===== config.mk =====
export PLATFORM = sky130hd
export DESIGN_NAME = store_narrow_rmw
export DESIGN_NICKNAME = d
export VERILOG_FILES = /design/src/rtl/store_narrow_rmw.sv
export SDC_FILE = /design/constraint.sdc
export NUM_CORES = 1
export LEC_CHECK = 0
export CORE_MARGIN = 3
export CORE_UTILIZATION = 35
export DETAILED_ROUTE_END_ITERATION = 6
export PLACE_DENSITY_LB_ADDON = 0.25
export REMOVE_ABC_BUFFERS = 1
export SYNTH_ARGS = -nofsm -noshare
export SYNTH_HDL_FRONTEND = slang
export SYNTH_SLANG_ARGS = --single-unit

===== constraint.sdc =====
create_clock -name clk -period 2.6 [get_ports clk]
set_input_delay 0.52 -clock clk [delete_from_list [all_inputs] [get_ports clk]]
set_output_delay 0.52 -clock clk [all_outputs]
set_load 0.02 [all_outputs]

===== src/rtl/store_narrow_rmw.sv =====
// Narrowing store unit: writes byte/halfword/word slices of a register value
// into word-organised memory, using read-modify-write for sub-word stores and
// flagging values that do not survive narrowing plus sign extension.
module store_narrow_rmw #(
  parameter int unsigned ADDR_W  = 30,
  parameter int unsigned TIMEOUT = 15
) (
  input  logic              clk,
  input  logic              rst_n,
  input  logic              req_valid,
  output logic              req_ready,
  input  logic [31:0]       req_addr,
  input  logic [31:0]       req_data,
  input  logic [1:0]        req_size,
  output logic [ADDR_W-1:0] mem_addr,
  output logic              mem_rd_en,
  input  logic [31:0]       mem_rdata,
  input  logic              mem_rd_valid,
  output logic              mem_wr_en,
  output logic [31:0]       mem_wdata,
  output logic              done,
  output logic              err,
  output logic              trunc_ovf
);

  localparam int unsigned CNT_W = 8;

  localparam logic [1:0] SZ_BYTE = 2'b00;
  localparam logic [1:0] SZ_HALF = 2'b01;
  localparam logic [1:0] SZ_WORD = 2'b10;

  typedef enum logic [2:0] {
    S_IDLE,
    S_READ,
    S_WAIT,
    S_WRITE,
    S_FIN,
    S_ERR
  } state_t;

  state_t             state, state_nxt;
  logic [31:0]        addr_q;
  logic [15:0]        data_q;
  logic [1:0]         size_q;
  logic               ovf_q;
  logic [31:0]        wdata_q;
  logic [CNT_W-1:0]   cnt_q;

  logic               accept_c;
  logic               misalign_c;
  logic               ovf_c;
  logic [31:0]        merge_c;

  logic               req_ready_c;
  logic               mem_rd_en_c;
  logic               mem_wr_en_c;
  logic               done_c;
  logic               err_c;
  logic               trunc_ovf_c;
  logic [ADDR_W-1:0]  mem_addr_c;
  logic [31:0]        mem_wdata_c;

  // Request qualification: acceptance, alignment and narrowing-loss checks
  always_comb begin
    accept_c   = req_valid && (state == S_IDLE);
    misalign_c = (req_size == 2'b11) ||
                 ((req_size == SZ_HALF) && req_addr[0]) ||
                 ((req_size == SZ_WORD) && (req_addr[1:0] != 2'b00));
    ovf_c      = 1'b0;
    if (req_size == SZ_BYTE) begin
      ovf_c = (req_data[31:8] != {24{req_data[7]}});
    end else if (req_size == SZ_HALF) begin
      ovf_c = (req_data[31:16] != {16{req_data[15]}});
    end
  end

  // Lane merge of the captured store data into the returned memory word
  always_comb begin
    merge_c = mem_rdata;
    if (size_q == SZ_BYTE) begin
      merge_c[{addr_q[1:0], 3'b000} +: 8] = data_q[7:0];
    end else if (addr_q[1]) begin
      merge_c[31:16] = data_q;
    end else begin
      merge_c[15:0] = data_q;
    end
  end

  // State register
  always_ff @(posedge clk or negedge rst_n) begin
    if (!rst_n) begin
      state <= S_IDLE;
    end else begin
      state <= state_nxt;
    end
  end

  // Next-state logic; read data arriving on the timeout cycle still wins
  always_comb begin
    state_nxt = state;
    unique case (state)
      S_IDLE: begin
        if (accept_c) begin
          if (misalign_c) begin
            state_nxt = S_ERR;
          end else if (req_size == SZ_WORD) begin
            state_nxt = S_WRITE;
          end else begin
            state_nxt = S_READ;
          end
        end
      end
      S_READ:  state_nxt = S_WAIT;
      S_WAIT: begin
        if (mem_rd_valid) begin
          state_nxt = S_WRITE;
        end else if (cnt_q == CNT_W'(TIMEOUT)) begin
          state_nxt = S_ERR;
        end
      end
      S_WRITE: state_nxt = S_FIN;
      S_FIN:   state_nxt = S_IDLE;
      S_ERR:   state_nxt = S_IDLE;
      default: state_nxt = S_IDLE;
    endcase
  end

  // Output decode; ready tracks the state being entered so it never lags
  always_comb begin
    req_ready_c = (state_nxt == S_IDLE);
    mem_rd_en_c = (state == S_READ);
    mem_wr_en_c = (state == S_WRITE);
    done_c      = (state == S_FIN);
    err_c       = (state == S_ERR);
    trunc_ovf_c = (state == S_FIN) && ovf_q;
    mem_addr_c  = mem_addr;
    mem_wdata_c = mem_wdata;
    if ((state == S_READ) || (state == S_WRITE)) begin
      mem_addr_c = addr_q[ADDR_W+1:2];
    end
    if (state == S_WRITE) begin
      mem_wdata_c = wdata_q;
    end
  end

  // Registered outputs
  always_ff @(posedge clk or negedge rst_n) begin
    if (!rst_n) begin
      req_ready <= 1'b1;
      mem_rd_en <= 1'b0;
      mem_wr_en <= 1'b0;
      done      <= 1'b0;
      err       <= 1'b0;
      trunc_ovf <= 1'b0;
      mem_addr  <= '0;
      mem_wdata <= '0;
    end else begin
      req_ready <= req_ready_c;
      mem_rd_en <= mem_rd_en_c;
      mem_wr_en <= mem_wr_en_c;
      done      <= done_c;
      err       <= err_c;
      trunc_ovf <= trunc_ovf_c;
      mem_addr  <= mem_addr_c;
      mem_wdata <= mem_wdata_c;
    end
  end

  // Request capture, merged write word and wait-cycle counter
  always_ff @(posedge clk or negedge rst_n) begin
    if (!rst_n) begin
      addr_q  <= '0;
      data_q  <= '0;
      size_q  <= '0;
      ovf_q   <= 1'b0;
      wdata_q <= '0;
      cnt_q   <= '0;
    end else begin
      if (accept_c) begin
        addr_q  <= req_addr;
        data_q  <= req_data[15:0];
        size_q  <= req_size;
        ovf_q   <= ovf_c;
        wdata_q <= req_data;
      end
      if (state == S_READ) begin
        cnt_q <= '0;
      end else if (state == S_WAIT) begin
        if (mem_rd_valid) begin
          wdata_q <= merge_c;
        end else if (cnt_q != CNT_W'(TIMEOUT)) begin
          cnt_q <= cnt_q + CNT_W'(1);
        end
      end
    end
  end

endmodule

==> results.ini <==
[worst_setup_path]
path_common_cell=a21oi_1
cp.required_ps=2890
r2r_cells=5
path_class=reg2reg
worstPathCellList=inv_1 > nor2_1 > a21oi_1 > a222oi_1 > a21oi_1
cp_slowest_cell=nor2_1
startpoint_type=flip-flop
max_stage_delay_ps=570
end_kind=flip-flop
cp_max_fo=11
crit_arrival_ps=2460

[placed_design]
io_buffers=169
gp_congestion=0.865
placed_area_mm2=0.00897
dp_hpwl_um=13600

[cells_and_area]
drive_gt1_share_pct=10.7
area_delta_synth_final_pct=39.7
fin_util_pct=50.6
final_area_mm2=0.00959
antenna_cells=0
nets=981

[pwr]
p_switching_mw=4.49
powerDensity_mw_per_mm2=1240
power.share.clock_pct=22.1
sw_frac_of_total_pct=37.8
p_leak_nw=4.47
p_comb_share_pct=40.8
pwr-share-seq_pct=37.1
p_int_mw=7.39
ir_drop_mv=0.743

[run]
drv_cap=0

[global_route]
first_global_vias=5656
grt_pass1_wl_um=31500
grt_max_degree=62
grt-ovfl-total=0
track_usage_pct=18.5
antenna_found_initial=0

[routing]
drc_errors=0
via_count=5726
drt_pass1_iterations=7
wirelength_um=19400
avgRoutedWirePerCell_um=16.9
drt_iter0_drc=358
ant_nets=0
vias_per_cell=5.00

[synthesis]
synth_seq_area_share_pct=59.1
synth_xor_area_share_pct=0.894
synth_top_family_by_area=simple AND/OR/NAND/NOR gates
synth-compound-area-share_pct=8.95
yosys.area_share.simple_pct=22.3
netlist_area_mm2=0.00686
async_flop_share_pct=100
synthTopCellsByArea=dfrtp_1 (59%), nand2_1 (16%), mux2_2 (5.3%)
synth-main-ff-cell=dfrtp_1
muxShareOfSynthArea_pct=5.40
yosysWarnings=0
synth-seq-cells=162
synth-edff-count=0
synth_fa_ha_area_share_pct=1.09
synth_top_area_share_pct=58.7
syn_area_per_cell_um2=9.81
synthCells=699
synth_top_area_cell=dfrtp_1
synth_cell_types=36

[min_path]
hp-class=in2async

[clock_network]
post_cts_resized=0
cts_tree=built
h-tree-depth=4
post-cts-setup-buffers=0
ctsHoldBuffers=0
clk_path_buf_depth=2
cts.sinks=162
clk-insertion-delay-late_ps=430
clkTransAtPathRegs_ps=60
cts_made_buffers=17
cts_root_buf=clkbuf_16

[die]
die_y_um=146
ios=170
initial_utilization_pct=36.2
coreArea_mm2=0.0190
std_cell_rows=50
fp.dieArea_mm2=0.0213
die_w_um=146

[sta]
min_period_over_period_pct=83.3
relSlewSlack_pct=53.3
hold_violations=0
rsz0062_at_grt=false
fmax_mhz=462
clock_skew_ps=8.67
whs_ps=83.1
drv_slew=0
period_needed_ps=2170
setup-tns-final_ps=0
tightest_slew_ps=697
setup_viol=0

[run_status]
outcome=finished clean

-- sequential cells by signal, summed over array words and instances (netlist names) --
signal and count:
addr_q 32, mem_wdata 32, wdata_q 32, mem_addr 30, data_q 16, cnt_q 8, state 3, size_q 2
done 1, err 1, mem_rd_en 1, mem_wr_en 1, ovf_q 1, req_ready 1, trunc_ovf 1
-- power groups by stage --
stage	Combinational [mW]	Clock (mW)	Sequential, mW
after global placement	4.82	0	4.43
after CTS	4.90	2.67	4.42
after floorplan	2.26	0	4.83
final	4.85	2.62	4.41
after global routing	5.38	2.80	4.57
after detailed placement	4.87	0	4.45
-- placed cells by master (no fill, tap or decap), drive strengths merged, types with 16 or more instances in the layout --
cell type      count
a21oi             21
and3              21
dfrtp            161
clkdlybuf4s50    168
a221oi            16
nand2            291
buf               25
clkbuf            18
mux2              32
a222oi            16
a31oi             18
nor2              16
-- final timing paths --
check	start	end	slack, ps
min in group clk	addr_q[27]	mem_addr[25]	460
setup reg to reg	addr_q[1]	wdata_q[31]	430
max in group asynchronous	rst_n	mem_addr[14]	1720
hold reg to reg	addr_q[27]	mem_addr[25]	460
hold / removal	rst_n	mem_addr[26]	80
setup / recovery	addr_q[1]	wdata_q[31]	430
-- worst max-delay path: cells and delay by family, from the launching register on --
kind / cells / cell delay [ps]
compound gates: 3 / 930
flops: 1 / 420
simple gates: 1 / 570
buf+inv: 1 / 120
-- cells by family after synthesis --
| logic type | Yosys count |
|---|---|
| AO/OA/AOI/OAI | 82 |
| XOR/XNOR | 7 |
| adder cells (fa/ha/maj) | 6 |
| buffers and inverters | 42 |
| flip-flops | 162 |
| multiplexers | 33 |
| AND/OR/NAND/NOR | 367 |
-- cell type report --
type	count	area [µm²]
clock buffer	18	439
clock inverter	14	176
sequential	162	4060
timing repair buffer	193	1910
tap	260	325
inverter	4	15.0
fill	1736	9370
multi-input combinational	495	2660
-- Yosys cell counts, drive strengths merged (4+ instances only) --
master / n
buf: 5
a31oi: 18
mux2: 32
nor4: 7
inv: 4
o21ai: 5
dfrtp: 161
xor2: 4
nand2: 291
nor2: 16
nand3: 6
a222oi: 16
clkbuf: 33
nand4: 7
ha: 6
and3: 21
a21oi: 21
nor3: 6
a221oi: 16
-- through the flow --
| stage | instances | setup slack (ps) | total power [mW] |
|---|---|---|---|
| floorplan | 661 | -508 | 7.09 |
| global placement | 1114 | 153 | 9.25 |
| detailed placement | 1114 | 92.9 | 9.32 |
| CTS | 1146 | 501 | 12.0 |
| global route | 1146 | 322 | 12.7 |
| finish | 1146 | 433 | 11.9 |
-- layer usage --
layer | vias to the layer above | part of all wire (%) | global-route usage (%)
met3 | 18 | 6.8 | 5.39
met1 | 2766 | 47 | 26.8
met2 | 190 | 45 | 27.8
met5 | - | 0 | 0
li1 | 2752 | - | -
met4 | 0 | 1.4 | 4.14
Note: power is estimated with default switching activity, not from simulation.
==> RTL change 1: new RTL, config.mk and constraints unchanged <==
The 6 states of `state_t` get a one-hot encoding in 6 bits.
--- a/src/rtl/store_narrow_rmw.sv
+++ b/src/rtl/store_narrow_rmw.sv
@@ -31,9 +31,9 @@
 
-  typedef enum logic [2:0] {
-    S_IDLE,
-    S_READ,
-    S_WAIT,
-    S_WRITE,
-    S_FIN,
-    S_ERR
+  typedef enum logic [5:0] {
+    S_IDLE  = 6'b000001,
+    S_READ  = 6'b000010,
+    S_WAIT  = 6'b000100,
+    S_WRITE = 6'b001000,
+    S_FIN   = 6'b010000,
+    S_ERR   = 6'b100000
   } state_t;
Function: same outputs for any inputs over 4 cycles, from zero or initial values and one cycle with rst_n low; so few cycles prove little.
==> RTL change 1 against the original RTL <==
The run now ends with design-rule violations left; total power is 5.6% lower; combinational power is 14% lower; area after synthesis is 4.9% higher; clock power is 2% higher; sequential share of layout area is 0.57 points lower; sequential cell count is 3 higher; count of clock-buffer cells in the layout is 1 higher; routed wire length is 4.4% higher; synthesized cell count is 2.9% higher; worst hold slack worse by 0.045 ns; cell area is 3.3% higher; worst setup slack worse by 0.17 ns.
==> RTL change 1: results (changes against the original RTL) <==
OUTCOME='finished, violations left'  # was completed
VIOLATED_CHECKS='design-rule violations'
DIE_SPAN_X_UM=149  # was 146 um
PERIOD_MINUS_SLACK_NS=2.34  # was 2.17 ns
DRT-INITIAL-DRC-COUNT=411  # was 358
POST_DP_CELL_AREA_UM2=9280  # was 8970 um2
GP_ROUTABILITY_CONGESTION=0.831  # was 0.865
GRT_USE_MET1_PCT=26.3  # was 26.8%
SIGNAL_BUFFER_AREA_FRACTION_PCT=19.4  # was 19.9%
DRIVE_GT1_SHARE_PCT=10.6  # was 10.7%
LAYOUT.NON_CLOCK_BUFFERS=191  # was 193
WORST_R2R_PATH_DEPTH=7  # was 5
LAYOUT.FILLER_CELLS=1868  # was 1736
WORSTREG2REGSTART='state[5]$_DFF_PN0_'  # was addr_q[1]$_DFFE_PN0P_
DRC_ERRORS=7  # was 0
VIAS_PER_CELL=5.04  # was 5.00
MULTI_INPUT_GATES=505  # was 495
SYNTH-COMPOUND-AREA-SHARE_PCT=9.32  # was 8.95%
STATIC-LEAKAGE-POWER_nW=4.74  # was 4.47 nW
INITIAL_ANTENNA_VIOLATION_COUNT=1  # was 0
RR_ENDPOINT='req_ready$_DFF_PN1_'  # was wdata_q[31]$_DFF_PN0_
DESIGN.FINAL.NETS=995  # was 981
FINAL-CLK-CELL-SHARE_PCT=6.29  # was 6.42%
POWER_DENSITY_nW_PER_UM2=1130  # was 1240 nW/um2
CRITICAL_PATH.MAX_FANOUT=36  # was 11
RTL change 1: cell count changes after synthesis, sizes merged, moves of 3 or more:
cell,change
and3,-10
buf,+10
or4,+3
xnor2,-3
o21bai,+7
clkbuf,-6
nor2,-3
a21oi,+4
nand2,+4
RTL change 1: logic make-up (layout without fill, tap and decap cells):
group | count (synthesis) | count (layout)
AO/OA/AOI/OAI | 93 | 93
flip-flops | 165 | 165
XOR/XNOR | 6 | 6
buffers and inverters | 49 | 230
multiplexers | 32 | 32
AND/OR/NAND/NOR | 368 | 368
adder cells (fa/ha/maj) | 6 | 6
RTL change 1: worst max-delay path by stage:
stage,from,to
floorplan,state[1]$_DFF_PN0_,wdata_q[10]$_DFF_PN0_
global placement,req_data[19],ovf_q$_DFFE_PN0P_
detailed placement,req_data[19],ovf_q$_DFFE_PN0P_
CTS,state[5]$_DFF_PN0_,req_ready$_DFF_PN1_
global route,state[5]$_DFF_PN0_,req_ready$_DFF_PN1_
finish,state[5]$_DFF_PN0_,req_ready$_DFF_PN1_
==> RTL change 2: new RTL, same settings <==
Without the edit above. Set the localparam `CNT_W` to 12 (it was 8).
--- a/src/rtl/store_narrow_rmw.sv
+++ b/src/rtl/store_narrow_rmw.sv
@@ -25,3 +25,3 @@
 
-  localparam int unsigned CNT_W = 8;
+  localparam int unsigned CNT_W = 12;
 
Function: same outputs for any inputs over 4 cycles, from zero or initial values and one cycle with rst_n low; that may be too few to reach the edited logic, so the function may still have changed.
==> RTL change 2 against the original RTL <==
Total power is 1.3% higher; routed wire length is 4.0% higher; cell area is 2.2% higher; combinational power is 2% higher; non-clock buffer count is 4 lower; count of clock-buffer cells in the layout is 1 higher; worst setup slack better by 0.074 ns; sequential power is 2% higher; die area is 3.5% higher; core utilization is 0.87 points lower; sequential cell count is 4 higher; clock skew is 0.00095 ns higher; via count is 4.1% higher; area after synthesis is 3.6% higher.
==> RTL change 2: results (changes against the original RTL) <==
OUTCOME='completed'  # unchanged
DP_WORST_SETUP_SLACK_NS=0.135  # was 0.0929 ns
LAYOUT.FILLER_CELLS=1829  # was 1736
DRIVE_GT1_SHARE_PCT=8.41  # was 10.7%
CLOCK_SKEW_NS=0.00961  # was 0.00867 ns
SYNTH-COMPOUND-AREA-SHARE_PCT=9.42  # was 8.95%
YS_TOP_CELLS_BY_COUNT='sky130_fd_sc_hd__nand2_1 (293), sky130_fd_sc_hd__dfrtp_1 (165), sky130_fd_sc_hd__clkbuf_1 (23)'  # was sky130_fd_sc_hd__nand2_1 (291), sky130_fd_sc_hd__dfrtp_1 (161), sky130_fd_sc_hd__clkbuf_1 (33)
SYNTH.LIB_CELLS_USED.DISTINCT=52  # was 36
ANTENNA_CELLS=0  # unchanged
SYNTH_TOP_CELLS_BY_AREA='sky130_fd_sc_hd__dfrtp_1 (58%), sky130_fd_sc_hd__nand2_1 (15%), sky130_fd_sc_hd__mux2_2 (2.7%), sky130_fd_sc_hd__mux2_1 (2.4%), sky130_fd_sc_hd__a222oi_1 (2.3%)'  # was sky130_fd_sc_hd__dfrtp_1 (59%), sky130_fd_sc_hd__nand2_1 (16%), sky130_fd_sc_hd__mux2_2 (5.3%), sky130_fd_sc_hd__a222oi_1 (2.3%), sky130_fd_sc_hd__a221oi_1 (2.0%)
GLOBAL_ROUTE_WIRE_LENGTH_BEFORE_REPAIR_UM=32300  # was 31500 um
DESIGN.FINAL.NETS=999  # was 981
FINALNONFILLERCELLS=1169  # was 1146
LARGEST_NET_DEGREE_AT_THE_START_OF_GLOBAL_ROUTING=64  # was 62
SYNTH_SEQUENTIAL_AREA_RATIO_PCT=58.5  # was 59.1%
PLACE_INST=1137  # was 1114
CTS_REPAIR_RESIZE_COUNT=0  # unchanged
VIAS_IN_THE_FIRST_GLOBAL_ROUTE=6000  # was 5656
DETAILED_ROUTE_WIRE_LENGTH_UM=20200  # was 19400 um
LARGESTREGISTERS='addr_q (32), mem_wdata (32), wdata_q (32)'  # unchanged
MIN-DELAY-PATH-CLASS='in2async'  # unchanged
SYN_INST=721  # was 699
VDD_IR_DROP_MAX_uV=487  # was 743 uV
SYNTHADDERAREAFRAC_PCT=1.06  # was 1.09%
POST-CTS-SETUP-BUFFERS=0  # unchanged
WORST-ENDPOINT-ARRIVAL_NS=2.44  # was 2.46 ns
CRIT_SLOWEST_CELL='sky130_fd_sc_hd__or4_1'  # was sky130_fd_sc_hd__nor2_1
INSERTION_DELAY_NS=0.42
DP_HPWL_UM=14100  # was 13600 um
TIGHTESTPINTRANSITION_NS=0.708  # was 0.697 ns
DRT-INITIAL-DRC-COUNT=457  # was 358
POST_DP_CELL_AREA_UM2=9200  # was 8970 um2
CRITPATHMAXSTAGEDELAY_NS=0.52  # was 0.57 ns
GP_ROUTABILITY_CONGESTION=0.872  # was 0.865
WARNING_COUNT_FROM_THE_YOSYS_RUN=0  # unchanged
STATIC-LEAKAGE-POWER_nW=4.53  # was 4.47 nW
AREA.GROWTH.SYNTH_TO_FINAL_PCT=37.9  # was 39.7%
[RTL change 2: layout make-up]
cell class                      count  area share [%]
Clock inverter                     13            1.74
Timing Repair Buffer              189            19.4
Clock buffer                       19            4.42
Tap cell                          265            3.38
Sequential cell                   166            42.4
Multi-Input combinational cell    512            28.4
Inverter                            5           0.192
[RTL change 2: final timing paths]
path	startpoint	to	slack, ns	depth (start not counted)
worst min-delay path	rst_n	mem_wdata[8]$_DFFE_PN0P_	0.08	1
max in group asynchronous	rst_n	mem_wdata[12]$_DFFE_PN0P_	1.84	2
worst min register to register	addr_q[9]$_DFFE_PN0P_	mem_addr[7]$_DFFE_PN0P_	0.46	2
worst max-delay path	cnt_q[0]$_DFFE_PN0P_	cnt_q[11]$_DFFE_PN0P_	0.51	6
min in group clk	addr_q[9]$_DFFE_PN0P_	mem_addr[7]$_DFFE_PN0P_	0.46	2
worst max register to register	cnt_q[0]$_DFFE_PN0P_	cnt_q[11]$_DFFE_PN0P_	0.51	6
[RTL change 2: where the power goes]
group | switching (mW) | internal, mW
registers | 0.770 | 3.74
logic | 2.76 | 2.17
clock network | 1.07 | 1.53
[RTL change 2: worst max-delay path, delay by kind of cell, from the launching register on]
kind                     cells  cell delay, ns
AO/OA/AOI/OAI                1            0.15
adder cells (fa/ha/maj)      1            0.26
flip-flops                   1            0.41
AND/OR/NAND/NOR              4            1.21
[RTL change 2: logic make-up after synthesis]
family | Yosys count
XOR/XNOR | 8
buffers and inverters | 43
AND/OR/NAND/NOR | 374
multiplexers | 33
AO/OA/AOI/OAI | 91
adder cells (fa/ha/maj) | 6
flip-flops | 166
[RTL change 2: routing by layer]
metal	share of wire (%)	GRT usage, %	vias up
met5	0	0	-
met2	47	28.6	197
met1	45	26.3	2914
met3	6.1	3.17	28
met4	2.1	7.02	0
li1	-	-	2823
